--- src/rtl/diff_clk_pkg.sv ---
// Shared types for the differential clock output sequencer.
//   state_e   : FSM state encodings (0..5, visible on state_out)
//   cnt_width : width of a counter that must reach max(a, b) - 1
package diff_clk_pkg;

    typedef enum logic [2:0] {
        WAIT_LOCK = 3'd0,
        SETTLE    = 3'd1,
        READY     = 3'd2,
        START80   = 3'd3,
        RUN       = 3'd4,
        STOP160   = 3'd5
    } state_e;

    function automatic int cnt_width(input int a, input int b);
        int m;
        m = (a > b) ? a : b;
        return (m < 2) ? 1 : $clog2(m);
    endfunction

endpackage

--- src/rtl/sw_debounce.sv ---
// Board switch conditioner: 2-FF synchronizer, stability debounce and a
// one-cycle toggle pulse on each debounced rising edge.
//   clk_i    : 320 MHz block clock
//   rst_i    : asynchronous active-high reset
//   sw_i     : raw switch, asynchronous
//   sw_db_o  : debounced switch level
//   toggle_o : 1-cycle pulse, one cycle after sw_db_o rises
module sw_debounce
    import diff_clk_pkg::*;
#(
    parameter int DEBOUNCE_CYCLES = 3200000
) (
    input  logic clk_i,
    input  logic rst_i,
    input  logic sw_i,
    output logic sw_db_o,
    output logic toggle_o
);

    localparam int             DB_W    = cnt_width(DEBOUNCE_CYCLES, 1);
    localparam logic [DB_W-1:0] DB_LAST = DB_W'(DEBOUNCE_CYCLES - 1);

    logic            sw_meta_q;
    logic            sw_s_q;
    logic            sw_db_q;
    logic            sw_db_d;
    logic            sw_db_dly_q;
    logic            toggle_q;
    logic [DB_W-1:0] cnt_q;
    logic [DB_W-1:0] cnt_d;

    // Any sample equal to the current debounced level restarts the count,
    // so only an uninterrupted run of differing samples flips sw_db.
    always_comb begin
        sw_db_d = sw_db_q;
        cnt_d   = '0;
        if (sw_s_q != sw_db_q) begin
            if (cnt_q == DB_LAST) begin
                sw_db_d = sw_s_q;
            end else begin
                cnt_d = cnt_q + 1'b1;
            end
        end
    end

    always_ff @(posedge clk_i or posedge rst_i) begin
        if (rst_i) begin
            sw_meta_q   <= 1'b0;
            sw_s_q      <= 1'b0;
            sw_db_q     <= 1'b0;
            sw_db_dly_q <= 1'b0;
            toggle_q    <= 1'b0;
            cnt_q       <= '0;
        end else begin
            sw_meta_q   <= sw_i;
            sw_s_q      <= sw_meta_q;
            sw_db_q     <= sw_db_d;
            sw_db_dly_q <= sw_db_q;
            toggle_q    <= sw_db_q & ~sw_db_dly_q;
            cnt_q       <= cnt_d;
        end
    end

    assign sw_db_o  = sw_db_q;
    assign toggle_o = toggle_q;

endmodule

--- src/rtl/diff_clk_out_ctrl.sv ---
// Run/stop sequencer for the 80 MHz and 160 MHz differential clock outputs.
// Waits for a settled MMCM lock, then a debounced switch toggle starts the
// outputs (80 MHz first, 160 MHz after a stagger) and a second toggle stops
// them in reverse order. Loss of lock forces everything off.
//   clk_320MHz : block clock
//   rst        : asynchronous active-high reset
//   locked     : MMCM lock, asynchronous
//   SW         : raw board switch, asynchronous
//   en_80MHz   : BUFGCE enable, 80 MHz output (registered)
//   en_160MHz  : BUFGCE enable, 160 MHz output (registered)
//   running    : high only in RUN
//   state_out  : current state encoding
//   run_count  : number of RUN entries, wraps at 255
//
// state     | meaning
// WAIT_LOCK | outputs off, waiting for synchronized lock
// SETTLE    | lock seen, waiting SETTLE_CYCLES for it to stay stable
// READY     | outputs off, waiting for a start toggle
// START80   | 80 MHz enabled, waiting STAGGER_CYCLES before 160 MHz
// RUN       | both outputs enabled, waiting for a stop toggle
// STOP160   | 160 MHz disabled, waiting STAGGER_CYCLES before 80 MHz off
module diff_clk_out_ctrl
    import diff_clk_pkg::*;
#(
    parameter int SETTLE_CYCLES   = 1024,
    parameter int DEBOUNCE_CYCLES = 3200000,
    parameter int STAGGER_CYCLES  = 16
) (
    input  logic       clk_320MHz,
    input  logic       rst,
    input  logic       locked,
    input  logic       SW,
    output logic       en_80MHz,
    output logic       en_160MHz,
    output logic       running,
    output logic [2:0] state_out,
    output logic [7:0] run_count
);

    localparam int              CNT_W        = cnt_width(SETTLE_CYCLES, STAGGER_CYCLES);
    localparam logic [CNT_W-1:0] SETTLE_LAST  = CNT_W'(SETTLE_CYCLES - 1);
    localparam logic [CNT_W-1:0] STAGGER_LAST = CNT_W'(STAGGER_CYCLES - 1);

    logic             locked_meta_q;
    logic             locked_s_q;
    logic             toggle;
    logic             sw_db;
    state_e           state_q;
    state_e           state_d;
    logic [CNT_W-1:0] cnt_q;
    logic [CNT_W-1:0] cnt_d;
    logic             timed_state;
    logic [7:0]       run_count_q;
    logic [7:0]       run_count_d;
    logic             en_80_q;
    logic             en_80_d;
    logic             en_160_q;
    logic             en_160_d;
    logic             running_q;
    logic             running_d;

    sw_debounce #(
        .DEBOUNCE_CYCLES(DEBOUNCE_CYCLES)
    ) u_sw_debounce (
        .clk_i    (clk_320MHz),
        .rst_i    (rst),
        .sw_i     (SW),
        .sw_db_o  (sw_db),
        .toggle_o (toggle)
    );

    always_ff @(posedge clk_320MHz or posedge rst) begin
        if (rst) begin
            locked_meta_q <= 1'b0;
            locked_s_q    <= 1'b0;
        end else begin
            locked_meta_q <= locked;
            locked_s_q    <= locked_meta_q;
        end
    end

    // Lock loss overrides everything; toggles outside READY/RUN fall through
    // the case unused, which is what drops them.
    always_comb begin
        state_d = state_q;
        if (!locked_s_q) begin
            state_d = WAIT_LOCK;
        end else begin
            case (state_q)
                WAIT_LOCK: state_d = SETTLE;
                SETTLE:    if (cnt_q == SETTLE_LAST)  state_d = READY;
                READY:     if (toggle)                state_d = START80;
                START80:   if (cnt_q == STAGGER_LAST) state_d = RUN;
                RUN:       if (toggle)                state_d = STOP160;
                STOP160:   if (cnt_q == STAGGER_LAST) state_d = READY;
                default:   state_d = WAIT_LOCK;
            endcase
        end
    end

    // Outputs decode state_d so they register on the same edge as state_q.
    always_comb begin
        timed_state = (state_d == SETTLE) || (state_d == START80) || (state_d == STOP160);
        cnt_d       = (timed_state && (state_d == state_q)) ? cnt_q + 1'b1 : '0;
        run_count_d = ((state_d == RUN) && (state_q != RUN)) ? run_count_q + 8'd1 : run_count_q;
        en_80_d     = (state_d == START80) || (state_d == RUN) || (state_d == STOP160);
        en_160_d    = (state_d == RUN);
        running_d   = (state_d == RUN);
    end

    always_ff @(posedge clk_320MHz or posedge rst) begin
        if (rst) begin
            state_q     <= WAIT_LOCK;
            cnt_q       <= '0;
            run_count_q <= '0;
            en_80_q     <= 1'b0;
            en_160_q    <= 1'b0;
            running_q   <= 1'b0;
        end else begin
            state_q     <= state_d;
            cnt_q       <= cnt_d;
            run_count_q <= run_count_d;
            en_80_q     <= en_80_d;
            en_160_q    <= en_160_d;
            running_q   <= running_d;
        end
    end

    assign en_80MHz  = en_80_q;
    assign en_160MHz = en_160_q;
    assign running   = running_q;
    assign state_out = state_q;
    assign run_count = run_count_q;

endmodule
--- config.mk ---
export PLATFORM = sky130hd
export DESIGN_NAME = diff_clk_out_ctrl
export DESIGN_NICKNAME = d
export VERILOG_FILES = /design/src/rtl/diff_clk_pkg.sv /design/src/rtl/sw_debounce.sv /design/src/rtl/diff_clk_out_ctrl.sv
export SDC_FILE = /design/constraint.sdc
export NUM_CORES = 1
export LEC_CHECK = 0
export CORE_ASPECT_RATIO = 1.25
export CORE_UTILIZATION = 62
export CTS_CLUSTER_DIAMETER = 80
export DETAILED_ROUTE_END_ITERATION = 8
export PLACE_DENSITY = 0.84
export SYNTH_ARGS = -nofsm -noshare
export SYNTH_HDL_FRONTEND = slang
export SYNTH_SLANG_ARGS = --single-unit
--- constraint.sdc ---
create_clock -name clk_320MHz -period 5.08 [get_ports clk_320MHz]
set_input_delay 1.016 -clock clk_320MHz [delete_from_list [all_inputs] [get_ports clk_320MHz]]
set_output_delay 1.016 -clock clk_320MHz [all_outputs]
set_load 0.02 [all_outputs]
==> impl_metrics.ini, run 1 <==
[global_route]
antenna_found_initial = 0
grt_pass1_wl_mm = 7.34
grt_max_degree = 53
overflow = 0
grt_pass1_vias = 1682
groute.usage.overall_pct = 23.2

[yosys]
yosysSeqAreaShare_pct = 53.0
synth_warnings = 0
synth-compound-area-share_pct = 8.52
syn_nets = 233
synth_cells = 226
yosysTopAreaCell = dfrtp_1
synth_seq_cells = 52
synth_common_cells = dfrtp_1 (52), nor2_1 (17), xor2_1 (16)
syn_area_per_cell_um2 = 10.9
yosysMostFrequentCell = dfrtp_1
yosysUniqueCellTypes = 42
synth_mux_area_share_pct = 0.918
synth_edf_count = 0
synth_top_family_by_area = simple AND/OR/NAND/NOR gates
yosys_most_used_dff = dfrtp_1
yosys.area_share.xor_xnor_pct = 9.28
synth_adder_area_share_pct = 1.53
synth_area_mm2 = 0.00245
synth_top_area_share_pct = 53.0
synthSimpleGateAreaFrac_pct = 23.6
async_flop_share_pct = 100
ys_top_cells_by_area = dfrtp_1 (53%), xor2_1 (5.7%), xnor2_1 (3.6%)

[clock_network]
clk_latency_ns = 0.30
cts_root_buffer = clkbuf_8
clk_pin_slew_worst_paths_ns = 0.08
postCtsHoldBufs = 0
post-cts-setup-buffers = 0
cts_sinks = 52
cts_resized = 0
htree_levels = 2
clk_path_buf_depth = 2
cts_buffers = 5
cts_tree = built

[route]
routed-via-count = 1710
drc = 0
drt_first_pass_iters = 4
drtIter0Drc = 91
vias_per_cell = 5.74
wl_per_cell_um = 14.3
finalWirelength_mm = 4.25
antenna_left = 0

[setup_path]
r2r_setup_slack_ns = 2.95
path_buf_inv = 1
critical_path.slowest_cell = clkdlybuf4s50_1
critPathTopFamily = buffers and inverters
critPathMaxFanout = 6
endpoint_kind = output pin
cpPeakStageDelay_ns = 0.64
path_cells = clkdlybuf4s50_1
arrival_ns = 1.41
cp-start-kind = register
endpoint = state_out[0]
cp.depth = 1
critPathKind = register to output pin
worstSetupStartpoint = state_out[0]
cp_data_required_time_ns = 4.06
r2r_cells = 6
rr_startpoint = u_sw_debounce.cnt_q[0]
r2r-end = u_sw_debounce.cnt_q[15]

[sta]
slew_headroom_pct = 30.1
rsz0062_at_grt = false
clock.fmax_mhz = 412
finalSetupTns_ns = 0
worst_pin_slew_ns = 1.05
clock-skew-final_ns = 0.00410
final_hold_viol_count = 0
setup_viol = 0
period_needed_ns = 2.43
period_share_pct = 47.8
maxSlewViolCount = 0

[layout]
area_growth_syn_to_layout_pct = 11.3
finalNetCount = 250
multi_input_area_mm2 = 0.00108
final_util_pct = 72.2
fill_cells = 269
drive_above_1_share_pct = 7.38
antenna_cells = 0
register_area_mm2 = 0.00130

[floorplanning]
initial_core_util_pct = 64.8
die_w_um = 58.3
die_h_um = 72.3
fp-row-count = 25
core_area_mm2 = 0.00378
ioPinCount = 18
dieArea_mm2 = 0.00421

[placed_design]
portBuffers = 17
routabilityCongestion = 0.778
hpwl_mm = 2.90

[pwr]
p_leak_nw = 1.16
irDropWorstVdd_mv = 0.218
powerDensity_mw_per_mm2 = 250

[run_status]
outcome = finished, final reports clean

[job]
drv_cap = 0

[min_path]
hp-class = register to register
## kinds of logic after synthesis
logic type / after synthesis
AND/OR/NAND/NOR: 97
flip-flops: 52
AO/OA/AOI/OAI: 33
XOR/XNOR: 26
buffers and inverters: 13
adder cells (fa/ha/maj): 3
multiplexers: 2
## per-stage QoR
step	hold slack [ns]	power (mW)	cell area (um^2)	std cells	setup slack (ns)
2_1_floorplan	0.331	0.447	2450	226	2.81
3_3_place_gp	0.334	0.455	2640	290	2.78
3_5_place_dp	0.340	0.455	2640	290	2.76
4_1_cts	0.360	0.691	2730	298	2.64
5_1_grt	0.364	0.707	2730	298	2.60
6_report	0.358	0.683	2730	298	2.65
## power by group
part	switching (mW)	internal (mW)
clock network	0.125	0.111
registers	0.00430	0.418
logic	0.0173	0.00702
total	0.146	0.536
## state kept, by name, summed over array words and instances, names as in the netlist
name                       flops
locked_meta_q                  1
run_count                      8
u_sw_debounce.cnt_q           22
en_80MHz                       1
cnt_q                         10
locked_s_q                     1
state_out                      3
u_sw_debounce.toggle_o         1
u_sw_debounce.sw_meta_q        1
u_sw_debounce.sw_db_o          1
running                        1
u_sw_debounce.sw_db_dly_q      1
u_sw_debounce.sw_s_q           1
## cell usage in the layout, fill, tap and decap left out, drive strengths merged, types with 5 or more instances in the layout
| cell type | instances |
|---|---|
| dfrtp | 52 |
| nor2 | 17 |
| clkdlybuf4s50 | 17 |
| xor2 | 16 |
| nand2 | 13 |
| nor3 | 12 |
| nand3 | 12 |
| xnor2 | 10 |
| a21oi | 10 |
| nand4 | 8 |
| o21ai | 8 |
| clkbuf | 8 |
| and4 | 6 |
| o31ai | 6 |
| and3 | 6 |
| or4 | 6 |
| inv | 5 |
## worst min path at each step
stage,startpoint,endpoint,slack [ns],cells after the start
floorplan,locked_meta_q,locked_s_q,0.33,0
global placement,locked_meta_q,locked_s_q,0.33,0
finish,u_sw_debounce.sw_meta_q,u_sw_debounce.sw_s_q,0.36,0
global route,u_sw_debounce.sw_meta_q,u_sw_debounce.sw_s_q,0.36,0
detailed placement,u_sw_debounce.sw_meta_q,u_sw_debounce.sw_s_q,0.34,0
CTS,u_sw_debounce.sw_meta_q,u_sw_debounce.sw_s_q,0.36,0
## final cells by class
cell class / instances / area share [%]
sequential: 52 / 47.6
multi-input combinational: 161 / 39.4
timing repair buffer: 18 / 6.50
clock buffer: 8 / 3.30
tap: 54 / 2.47
inverter: 5 / 0.687
## per-layer routing
metal	global-route usage (%)	vias up	wire (um)	share of wire [%]
met5	0	-	0	0
met4	10.3	0	78	1.8
met3	5.35	6	97	2.3
met2	38.8	19	2190	52
met1	28.4	838	1880	44
li1	-	847	-	-
(Power assumes the default switching activity.)
==> inputs of run 2 (changes only) <==
--- a/config.mk
+++ b/config.mk
@@ -6,10 +6,10 @@
 export NUM_CORES = 1
 export LEC_CHECK = 0
 export CORE_ASPECT_RATIO = 1.25
-export CORE_UTILIZATION = 62
+export CORE_UTILIZATION = 58
 export CTS_CLUSTER_DIAMETER = 80
 export DETAILED_ROUTE_END_ITERATION = 8
-export PLACE_DENSITY = 0.84
+export PLACE_DENSITY = 0.79
 export SYNTH_ARGS = -nofsm -noshare
 export SYNTH_HDL_FRONTEND = slang
 export SYNTH_SLANG_ARGS = --single-unit
==> constraint.sdc (replaced) <==
create_clock -name clk_320MHz -period 2.5 [get_ports clk_320MHz]
set_input_delay 0.5 -clock clk_320MHz [delete_from_list [all_inputs] [get_ports clk_320MHz]]
set_output_delay 0.5 -clock clk_320MHz [all_outputs]
set_load 0.02 [all_outputs]
==> impl_metrics.ini, run 2 (same netlist as run 1, synthesis figures left out) <==
[clock_network]
post-cts-setup-buffers = 0
htree_levels = 2
cts_root_buffer = clkbuf_8
clk_path_buf_depth = 2
cts_sinks = 52
clk_pin_slew_worst_paths_ns = 0.10
postCtsHoldBufs = 0
clk_latency_ns = 0.31
cts_resized = 0
cts_tree = built
cts_buffers = 5

[global_route]
antenna_found_initial = 0
grt_pass1_wl_mm = 7.38
groute.usage.overall_pct = 21.9
grt_max_degree = 21
overflow = 0
grt_pass1_vias = 1678

[sta]
setup_viol = 0
period_share_pct = 76.9
period_needed_ns = 1.92
clock.fmax_mhz = 520
finalSetupTns_ns = 0
clock-skew-final_ns = 0.0114
slew_headroom_pct = 66.0
worst_pin_slew_ns = 0.508
rsz0062_at_grt = false
maxSlewViolCount = 0
final_hold_viol_count = 0

[setup_path]
path_buf_inv = 1
cp-start-kind = register
cpPeakStageDelay_ns = 0.64
cp_data_required_time_ns = 2.00
arrival_ns = 1.42
r2r_cells = 4
path_cells = clkdlybuf4s50_1
critPathMaxFanout = 6
critPathTopFamily = buffers and inverters
r2r_setup_slack_ns = 0.60
critical_path.slowest_cell = clkdlybuf4s50_1
r2r-end = u_sw_debounce.cnt_q[17]
endpoint_kind = output pin
rr_startpoint = u_sw_debounce.cnt_q[10]
critPathKind = register to output pin

[floorplanning]
die_w_um = 60.2
fp-row-count = 26
core_area_mm2 = 0.00407
initial_core_util_pct = 60.3
die_h_um = 74.7
ioPinCount = 18
dieArea_mm2 = 0.00450

[pwr]
irDropWorstVdd_mv = 0.318
p_leak_nw = 1.17
powerDensity_mw_per_mm2 = 507

[layout]
final_cells = 305
drive_above_1_share_pct = 10.0
layout_common_cells = dfrtp_1 (52), nor2_1 (17), clkdlybuf4s50_1 (17)
top_register = u_sw_debounce.cnt_q
register_area_mm2 = 0.00130
fill_cells = 306
multi_input_area_mm2 = 0.00108
area_growth_syn_to_layout_pct = 13.1
antenna_cells = 0
layout_commonest_cell = dfrtp_1
largest_reg_flops = 22
finalNetCount = 255

[min_path]
hold_start = locked_meta_q
min_delay_worst_endpoint = locked_s_q
hp-class = register to register
holdPathStages = 0

[route]
routed-via-count = 1735
wl_per_cell_um = 14.5
vias_per_cell = 5.69
drtIter0Drc = 89
drc = 0
drt_first_pass_iters = 4
finalWirelength_mm = 4.42
antenna_left = 0

[placed_design]
hpwl_mm = 3.10
routabilityCongestion = 0.802
dpl.cell_count = 297
portBuffers = 17

[run_status]
outcome = finished, final reports clean

[job]
drv_cap = 0
-- run 2: cell count changes in the layout (fill, tap and decap cells not counted), sizes merged --
cell,before,now
buf,1,6
clkbuf,8,5
clkinvlp,0,2
clkinv,0,1
-- run 2: layout make-up --
cell class | count | area share (%)
Clock inverter | 3 | 0.857
Timing Repair Buffer | 23 | 7.76
Inverter | 5 | 0.677
Clock buffer | 5 | 2.48
Sequential cell | 52 | 46.9
Multi-Input combinational cell | 161 | 38.8
Tap cell | 56 | 2.53
-- run 2: through the flow --
step	cell area, um^2	total power, mW	hold slack, ns	setup WS [ns]	util [%]
floorplan	2450	0.908	0.331	0.742	-
global placement	2680	0.931	0.334	0.717	65.9
detailed placement	2680	0.932	0.340	0.646	65.9
CTS	2770	1.42	0.359	0.575	68.2
global route	2770	1.47	0.367	0.516	68.2
finish	2770	1.41	0.357	0.578	68.2
-- run 2: where the power goes --
| part | leakage (nW) | switching [mW] | internal, mW |
|---|---|---|---|
| registers | 0.712 | 0.00839 | 0.850 |
| clock network | 0.0404 | 0.294 | 0.199 |
| logic | 0.423 | 0.0364 | 0.0194 |
-- run 2: layer usage --
| layer | vias to the layer above | global-route usage [%] | wire length, um |
|---|---|---|---|
| met4 | 0 | 9.30 | 84 |
| met2 | 28 | 37.7 | 2310 |
| met3 | 8 | 3.61 | 91 |
| met1 | 844 | 27.0 | 1940 |
| li1 | 855 | - | - |
| met5 | - | 0 | 0 |
-- run 2: worst max-delay path by stage --
| stage | cells after the start | end | startpoint |
|---|---|---|---|
| final | 1 | state_out[0] | state_out[0] |
| after floorplan | 1 | cnt_q[0] | rst |
| after detailed placement | 4 | u_sw_debounce.cnt_q[19] | u_sw_debounce.cnt_q[9] |
| after CTS | 1 | state_out[0] | state_out[0] |
| after global routing | 4 | u_sw_debounce.cnt_q[19] | u_sw_debounce.cnt_q[9] |
| after global placement | 4 | u_sw_debounce.cnt_q[19] | u_sw_debounce.cnt_q[9] |
==> inputs of run 3 (changes only) <==
--- a/config.mk
+++ b/config.mk
@@ -6,10 +6,10 @@
 export NUM_CORES = 1
 export LEC_CHECK = 0
 export CORE_ASPECT_RATIO = 1.25
-export CORE_UTILIZATION = 58
+export CORE_UTILIZATION = 52
 export CTS_CLUSTER_DIAMETER = 80
 export DETAILED_ROUTE_END_ITERATION = 8
-export PLACE_DENSITY = 0.79
+export PLACE_DENSITY = 0.75
 export SYNTH_ARGS = -nofsm -noshare
 export SYNTH_HDL_FRONTEND = slang
 export SYNTH_SLANG_ARGS = --single-unit
==> constraint.sdc (replaced) <==
create_clock -name clk_320MHz -period 1.56 [get_ports clk_320MHz]
set_input_delay 0.312 -clock clk_320MHz [delete_from_list [all_inputs] [get_ports clk_320MHz]]
set_output_delay 0.312 -clock clk_320MHz [all_outputs]
set_load 0.02 [all_outputs]
==> impl_metrics.ini, run 3 (same netlist as run 1, synthesis figures left out) <==
[floorplanning]
initial_core_util_pct = 55.0
fp-row-count = 27
core_area_mm2 = 0.00446
die_w_um = 63.4
dieArea_mm2 = 0.00500
die_h_um = 78.8
ioPinCount = 18

[pwr]
irDropWorstVdd_mv = 0.392
powerDensity_mw_per_mm2 = 687
p_leak_nw = 1.56
total_power_mw = 2.43

[sta]
clock.fmax_mhz = 586
period_share_pct = 109
clock-skew-final_ns = 0.00703
layout_setup_ws_ns = -0.147
worst_pin_slew_ns = 0.438
maxSlewViolCount = 0
rsz0062_at_grt = true
finalSetupTns_ns = -2.86
final_hold_viol_count = 0
setup_viol = 33
slew_headroom_pct = 70.7
period_needed_ns = 1.71

[placed_design]
dpl_cell_area_mm2 = 0.00302
routabilityCongestion = 0.829
preCtsSetupSlack_ns = -0.116
hpwl_mm = 3.40
portBuffers = 17

[setup_path]
critical_path.slowest_cell = dfrtp_1
rr_startpoint = u_sw_debounce.cnt_q[0]
worstSetupStartpoint = u_sw_debounce.cnt_q[0]
endpoint = u_sw_debounce.cnt_q[10]
cpPeakStageDelay_ns = 0.39
r2r_setup_slack_ns = -0.15
critPathTopFamily = simple AND/OR/NAND/NOR gates
endpoint_kind = register
path_buf_inv = 2
cp-start-kind = register
critPathMaxFanout = 3
r2r_cells = 7
crit_top_cell = buf_4
critPathKind = register to register
r2r-end = u_sw_debounce.cnt_q[10]
path_cells = ha_2, and2_4, nand4_1, buf_4, buf_4, xor2_1, nor2_2
cp_data_required_time_ns = 1.76
arrival_ns = 1.91
cp.depth = 7

[route]
drc = 0
vias_per_cell = 5.70
drt_first_pass_iters = 4
wl_per_cell_um = 16.5
finalWirelength_mm = 5.93
antenna_left = 0
drtIter0Drc = 113
routed-via-count = 2048

[run_status]
outcome = finished, violations left
violations = negative setup slack

[min_path]
holdPathStages = 0
hp-class = register to register

[job]
drv_cap = 0

[layout]
stdcell_area_mm2 = 0.00353
area_growth_syn_to_layout_pct = 44.0
finalNetCount = 307
antenna_cells = 0
drive_above_1_share_pct = 42.5
largest_reg_flops = 22
layout_common_cells = dfrtp_1 (52), buf_4 (48), xor2_1 (16)
top_register = u_sw_debounce.cnt_q
fill_cells = 279
layout_commonest_cell = dfrtp_1

[global_route]
overflow = 0
antenna_found_initial = 0
groute.usage.overall_pct = 23.3
grt_pass1_vias = 1974
grt_pass1_wl_mm = 8.96
grt_max_degree = 53

[clock_network]
cts_tree = built
cts_root_buffer = clkbuf_8
clk_path_buf_depth = 2
cts_buffers = 5
clk_pin_slew_worst_paths_ns = 0.09
cts_sinks = 52
clk_latency_ns = 0.30
postCtsHoldBufs = 0
htree_levels = 2
[run 3: how the worst min path moves through the flow]
| stage | to | startpoint | slack, ns |
|---|---|---|---|
| finish | u_sw_debounce.sw_s_q | u_sw_debounce.sw_meta_q | 0.36 |
| global route | u_sw_debounce.sw_s_q | u_sw_debounce.sw_meta_q | 0.37 |
| CTS | u_sw_debounce.sw_s_q | u_sw_debounce.sw_meta_q | 0.36 |
| detailed placement | u_sw_debounce.sw_s_q | u_sw_debounce.sw_meta_q | 0.35 |
| global placement | u_sw_debounce.sw_s_q | u_sw_debounce.sw_meta_q | 0.34 |
| floorplan | locked_s_q | locked_meta_q | 0.33 |
[run 3: layer usage]
metal	global-route usage, %	routed length (um)
met5	0	0
met4	9.55	92
met3	5.03	160
met2	40.6	3260
met1	27.5	2420
[run 3: final cells by class]
| class | count | area, um^2 | share of cell area [%] |
|---|---|---|---|
| flip-flops and latches | 52 | 1300 | 36.8 |
| clock inverters | 2 | 35.0 | 0.992 |
| clock buffers | 6 | 72.6 | 2.05 |
| inverters | 5 | 22.5 | 0.638 |
| repair buffers | 74 | 641 | 18.1 |
| well taps | 58 | 72.6 | 2.05 |
| multi-input cells | 162 | 1390 | 39.3 |
[run 3: what timing repair did]
item,CTS,global route
buffers inserted,4,7
cloned,2,0
setup endpoints to repair,49,40
gates resized for setup,37,58
pin swaps,7,30
[run 3: report_power, final]
part | switching, mW | internal (mW)
combinational | 0.0884 | 0.0561
sequential | 0.00893 | 1.36
clock | 0.435 | 0.477
[run 3: per-stage QoR]
| stage | cells | util (%) | hold slack (ns) |
|---|---|---|---|
| final | 359 | 79.2 | 0.363 |
| after global routing | 359 | 79.2 | 0.374 |
| after CTS | 352 | 73.1 | 0.360 |
| after detailed placement | 338 | 67.6 | 0.351 |
| after global placement | 338 | 67.6 | 0.338 |
| after floorplan | 226 | - | 0.331 |
